$ cat src/rtl/counter_pkg.sv
// Shared types and limits for the parametrised up/down counter family.
package counter_pkg;

    localparam int unsigned COUNTER_MIN_WIDTH = 2;

    typedef enum logic {
        MODE_WRAP,
        MODE_SATURATE
    } count_mode_e;

endpackage

$ cat src/rtl/updown_counter.sv
// Parametrised up/down counter with runtime modulus, wrap/saturate mode and
// a registered terminal-count pulse. Define UPDOWN_COUNTER_OVF_EN for a sticky boundary flag.
module updown_counter
    import counter_pkg::*;
#(
    parameter int unsigned      WIDTH     = 8,
    parameter logic [WIDTH-1:0] RESET_VAL = '0
) (
    input  logic             clk,
    input  logic             reset,
    input  logic             en,
    input  logic             load,
    input  logic [WIDTH-1:0] load_data,
    input  logic             up,
    input  logic [WIDTH-1:0] max_val,
    input  count_mode_e      mode,
`ifdef UPDOWN_COUNTER_OVF_EN
    input  logic             ovf_clr,
    output logic             ovf_sticky,
`endif
    output logic [WIDTH-1:0] count,
    output logic             tc
);

    if (WIDTH < COUNTER_MIN_WIDTH) begin : g_width_chk
        $error("updown_counter: WIDTH must be at least %0d", COUNTER_MIN_WIDTH);
    end

    logic [WIDTH-1:0] count_d, count_q;
    logic             tc_d, tc_q;
    logic             at_bound;

    // Next count and boundary detection; >= lets out-of-range loads fall back into range.
    always_comb begin
        count_d  = count_q;
        tc_d     = 1'b0;
        at_bound = 1'b0;
        if (load) begin
            count_d = load_data;
        end else if (en) begin
            if (up) begin
                at_bound = (count_q >= max_val);
                if (at_bound) begin
                    count_d = (mode == MODE_SATURATE) ? max_val : '0;
                end else begin
                    count_d = count_q + WIDTH'(1);
                end
            end else begin
                at_bound = (count_q == '0);
                if (at_bound) begin
                    count_d = (mode == MODE_SATURATE) ? '0 : max_val;
                end else begin
                    count_d = count_q - WIDTH'(1);
                end
            end
            tc_d = at_bound;
        end
    end

    always_ff @(posedge clk) begin
        if (reset) begin
            count_q <= RESET_VAL;
            tc_q    <= 1'b0;
        end else begin
            count_q <= count_d;
            tc_q    <= tc_d;
        end
    end

    assign count = count_q;
    assign tc    = tc_q;

`ifdef UPDOWN_COUNTER_OVF_EN
    logic ovf_d, ovf_q;

    // A boundary step in the same cycle as a clear keeps the flag set.
    always_comb begin
        ovf_d = ovf_q;
        if (at_bound) begin
            ovf_d = 1'b1;
        end else if (ovf_clr) begin
            ovf_d = 1'b0;
        end
    end

    always_ff @(posedge clk) begin
        if (reset) begin
            ovf_q <= 1'b0;
        end else begin
            ovf_q <= ovf_d;
        end
    end

    assign ovf_sticky = ovf_q;
`endif

endmodule
$ cat config.mk
export PLATFORM = sky130hd
export DESIGN_NAME = updown_counter
export DESIGN_NICKNAME = d
export VERILOG_FILES = /design/src/rtl/counter_pkg.sv /design/src/rtl/updown_counter.sv
export SDC_FILE = /design/constraint.sdc
export NUM_CORES = 1
export LEC_CHECK = 0
export CAP_MARGIN = 20
export CELL_PAD_IN_SITES_DETAIL_PLACEMENT = 0
export CELL_PAD_IN_SITES_GLOBAL_PLACEMENT = 2
export CORE_UTILIZATION = 27
export DETAILED_ROUTE_END_ITERATION = 10
export PLACE_DENSITY_LB_ADDON = 0.1
export SLEW_MARGIN = 20
export SYNTH_ARGS = -nofsm -noshare
export SYNTH_HDL_FRONTEND = slang
export SYNTH_SLANG_ARGS = --single-unit
$ cat constraint.sdc
create_clock -name clk -period 3.1 [get_ports clk]
set_clock_uncertainty 0.05 [all_clocks]
set_input_delay 0.775 -clock clk [delete_from_list [all_inputs] [get_ports clk]]
set_output_delay 0.775 -clock clk [all_outputs]
set_load 0.005 [all_outputs]
Word-level counts from Yosys, hierarchy flattened
Index checks and enable logic that the tools add are counted.
{"block": "word_totals", "register_bits": 9, "inputBits": 22, "out_inout_bits": 9, "word_cells": 17}
{"block": "classes", "add_sub_neg": 2, "n_lt_le_gt_ge": 1, "muxes": 8, "n_bitwise": 1, "n_reduce_logical": 3}
{"operator": "two-way mux 8 bit", "count": 7}
{"operator": "adder 8 x 1 -> 8 bit, second input constant", "count": 1}
{"operator": "greater-or-equal comparator 8 bit", "count": 1}
{"operator": "logical NOT 8 bit", "count": 1}
{"operator": "subtractor 8 x 1 -> 8 bit, second input constant", "count": 1}
{"operator": "OR reduction 3 bit", "count": 1}
{"operator": "nonzero test 2 bit", "count": 1}
{"operator": "two-way mux 1 bit", "count": 1}
{"operator": "NOT 1 bit", "count": 1}

Logic depth before layout (Yosys ltp)
{"block": "logic_depth", "word_depth": 5, "depth_mapped": 8, "ltp_nobuf": 7}

Least setup slack after synthesis
No wires, ideal clock.
{"block": "synth_path", "kind": "in2reg", "startpoint": "input max_val[2]", "endpoint": "register count_q[5] (netlist: count[5])", "setup_time_ns": 0.063, "t_arrival_ns": 2.248, "t_required_ns": 2.987, "slack_ns": 0.739, "stages": 7, "n_path_buf": 0, "cell_sequence": "inv_1 -> ha_1 -> and3_1 -> o21ai_1 -> a31oi_1 -> or4_1 -> nand3_1"}
{"block": "synth_via", "elab_chain_len": 5}
{"element": "start: declaration", "line_no": "updown_counter.sv:15", "source": "input logic [WIDTH-1:0] max_val,"}
{"element": "greater-or-equal comparator 8 bit", "line_no": "updown_counter.sv:42", "source": "at_bound = (count_q >= max_val);"}
{"element": "two-way mux 8 bit", "line_no": "updown_counter.sv:43", "source": "if (at_bound) begin"}
{"element": "two-way mux 8 bit", "line_no": "updown_counter.sv:41", "source": "if (up) begin"}
{"element": "two-way mux 8 bit", "line_no": "updown_counter.sv:40", "source": "end else if (en) begin"}
{"element": "two-way mux 8 bit", "line_no": "updown_counter.sv:38", "source": "if (load) begin"}
{"element": "end signal: assignment", "line_no": "updown_counter.sv:65", "source": "count_q <= count_d;"}
{"element": "end: declaration", "line_no": "updown_counter.sv:29", "source": "logic [WIDTH-1:0] count_d, count_q;"}
No other way between the ends. The select of a mux whose other input is x is not followed.
A chain may end at the register's enable or synchronous reset.

Final worst setup path
{"block": "layout_path", "startpoint": "input max_val[7]", "endpoint": "register count_q[1] (netlist: count[1])"}
Same word-level chain as after synthesis.

==> impl_results.md <==
* Max-cap violations at 0
* Clk network pwr share at between 20% and 30%
* Clock transition at the registers of the reported paths at 0.05 ns
* Met1 global-route usage at 26.7%
* Synthesized flop and latch total at 9
* Final Hold Viols at 0
* Synth top cells by count: nor3_1, inv_1, a21oi_1, ha_1, nor2b_1
* Leak Pwr at just under 0.7 nW
* Layout cells sized above 1 at 7.25%
* EDFF count, synth at 0
* Vias in the first global route at around 1400
* Die width at a little over 70 um
* Ant. Diodes at 0
* Tot GR Track Use at between 10% and 20%
* Final TNS setup at 0 ns
* Max_slew headroom at roughly half
* Detailed-route via count at roughly 1500
* Gr ovfl total at 0
* Synthesized cell area at ~1300 um2
* Setup WS pre-CTS at -0.00903 ns
* CTS buffer count at 3
* Finished Core Util at a little under two fifths
* Register area at between 150 and 200 um2
* Worst IR Drop VDD at 173 uV
* Met2 Resource Use GR at a little under a third
* Pin count of the biggest net entering global routing at 15
* H-tree Lvls at 1
* Fin crit period at between 2 and 3 ns
* Switching share of power at between 40% and 50%
* Initial Util at between 20% and 30%
* Number of remaining DRC errors at 0
* Reg2reg path depth at 6
* Length of the first detailed-routing pass in iterations at 6
* Drt wl/cell at ~18 um
* Hold Path Stages at 3
* Worst setup margin at between 0.3 and 0.4 ns
* # IOs at 31
* Count leader, synth: nor3_1
* Netlist cell types at 48
* Via/cell ratio at roughly 5.7
* Register-to-register setup slack at 0.76 ns
* Syn nets at between 200 and 250
* Reg-to-reg startpoint: count[2]
* Worst hold start: count[0]
* Min-Delay Endpoint: count[0]
* Die Area at approximately 5000 um2
* Flop pwr share at 27.6%
* Std cell rows at 24
* Post-placement cell count at about 260
* Sequential area share after synthesis at approximately 14%
* Cell taking the most area after synthesis: dfxtp_1
* WP data arrival at about 2.9 ns
* Setup violation total in the final timing report at 0
* First-pass GRT wire length at around 7600 um
* CTS Hold Bufs at 0
* CTS tree: yes
* Ys flop type: dfxtp_1
* 1st-iter DRT viols at ~110
* Synth Instances at 179
* Placed cell areas at approximately 1600 um2
* Nets at 241
* Area contributors post-synth: dfxtp_1, ha_1, nor3_1, nor2b_1, a21oi_1
* Synth warn at 0
* Async S/R FF share, synth at 0%
* Grt met3 use at under 10%
* Int Pwr at 0.000362 W
* Pwr/cell area at 361 nW/um2
* WP data required at around 3.2 ns
* CP startpoint: max_val[7]
* Syn-to-layout area delta at 31.9%
* Clk sinks at 9
* Fin cells at approximately 260
* Status: completed
* Final GP Congestion at ~0.84
* Pins Over Slew Limit at 0
* Post-route ant nets at 0
* Design area at about 1700 um2
* Crit path max fanout at 6
* Slew @ Worst Pin at ~0.76 ns
* Final-layout fill cell count at 482
* FMAX at about 360 MHz
* Sw power at about 0.00025 W
* Crit start category: input pin
* Clk_lat worst skew at between 0.2 and 0.25 ns
* Port bufs at 30
* Multi-input logic area at slightly above 1000 um2
* Clock root cell: clkbuf_8
* CP Capture Type: register
* Logic gate share of total power at around 50%
* Tcrit/Tclk final at roughly 90%
* RSZ-0062 raised after global routing: no
* Post-synth top area share at roughly 14%
* Die height at roughly 71 um
* DP HPWL at between 3000 and 4000 um
* Initial antenna violation count at 0
* Mean Syn Cell Area at around 7 um2
* GRT busiest layer: met2
* RR Endpoint: count[5]
* Max clock buf depth at 2
* Core ar. at 4470 um2
* WL final at 4740 um
* Crit Path Category: input pin to register
* Worst hold path class: register to register
==> how the worst max path moves through the flow <==
stage / end / cells after the start
after floorplan: count[5] / 7
after global placement: tc / 8
after detailed placement: tc / 8
after CTS: tc / 8
after global routing: count[2] / 8
final: count[1] / 8
==> worst max-delay path, stage by stage <==
cell	delay, ns
clkdlybuf4s50_1	0.50
inv_1	0.06
ha_1	0.31
nand2_1	0.07
o21ai_0	0.60
buf_4	0.26
o211ai_1	0.09
a31oi_1	0.18
==> stage by stage <==
stage | hold WS, ns | power (W)
detailed placement | 0.556 | 0.000463
finish | 0.564 | 0.000611
CTS | 0.564 | 0.000609
floorplan | 0.651 | 0.000344
global placement | 0.571 | 0.000464
global route | 0.618 | 0.000654
==> state kept, by name (all words and copies together) (netlist names) <==
| register | count |
|---|---|
| tc | 1 |
| count | 8 |
==> power by group through the flow <==
stage | Combinational [W] | Sequential, W | Clock, W
2_1_floorplan | 0.000199 | 0.000145 | 0
3_3_place_gp | 0.000296 | 0.000169 | 0
3_5_place_dp | 0.000293 | 0.000170 | 0
4_1_cts | 0.000295 | 0.000168 | 0.000147
5_1_grt | 0.000330 | 0.000172 | 0.000152
6_report | 0.000298 | 0.000169 | 0.000145
==> routing by layer <==
layer  vias to the layer above  routed length (um)
met5                         -                   0
met4                         0                  53
met3                         4                 180
met2                        44                2190
met1                       688                2310
li1                        737                   -
==> timing repair <==
| item | CTS | global route |
|---|---|---|
| resized for setup | 0 | 1 |
| setup buffers | 0 | 0 |
| endpoints found under the setup margin | 0 | 1 |
==> area by class of cell <==
class                   count  area share, %
clock buffers               4           2.66
flip-flops and latches      9           10.6
inverters                  12           2.66
well taps                  52           3.84
multi-input cells         145           59.4
repair buffers             37           20.8
==> placed cells by master, fill, tap and decap left out, types with 4 or more instances in the layout <==
| master | Yosys | layout |
|---|---|---|
| a21oi_1 | 11 | 11 |
| dfxtp_1 | 9 | 9 |
| clkdlybuf4s50_1 | 0 | 30 |
| nand3_1 | 9 | 9 |
| o21ai_1 | 9 | 9 |
| ha_1 | 11 | 11 |
| nand2_1 | 8 | 8 |
| and3_1 | 4 | 4 |
| o211ai_1 | 4 | 4 |
| inv_1 | 12 | 12 |
| nor4_1 | 4 | 4 |
| buf_4 | 0 | 7 |
| xor2_1 | 6 | 6 |
| nor2b_1 | 11 | 11 |
| nor3_1 | 14 | 14 |
==> kinds of logic after synthesis <==
group	count (synthesis)	share of synthesized area [%]
AND/OR/NAND/NOR	69	30.5
AO/OA/AOI/OAI	55	29.7
buffers and inverters	25	8.08
adder cells (fa/ha/maj)	11	10.7
XOR/XNOR	9	6.13
flip-flops	9	14.0
multiplexers	1	0.876
Note: power is estimated with default switching activity, not from simulation.
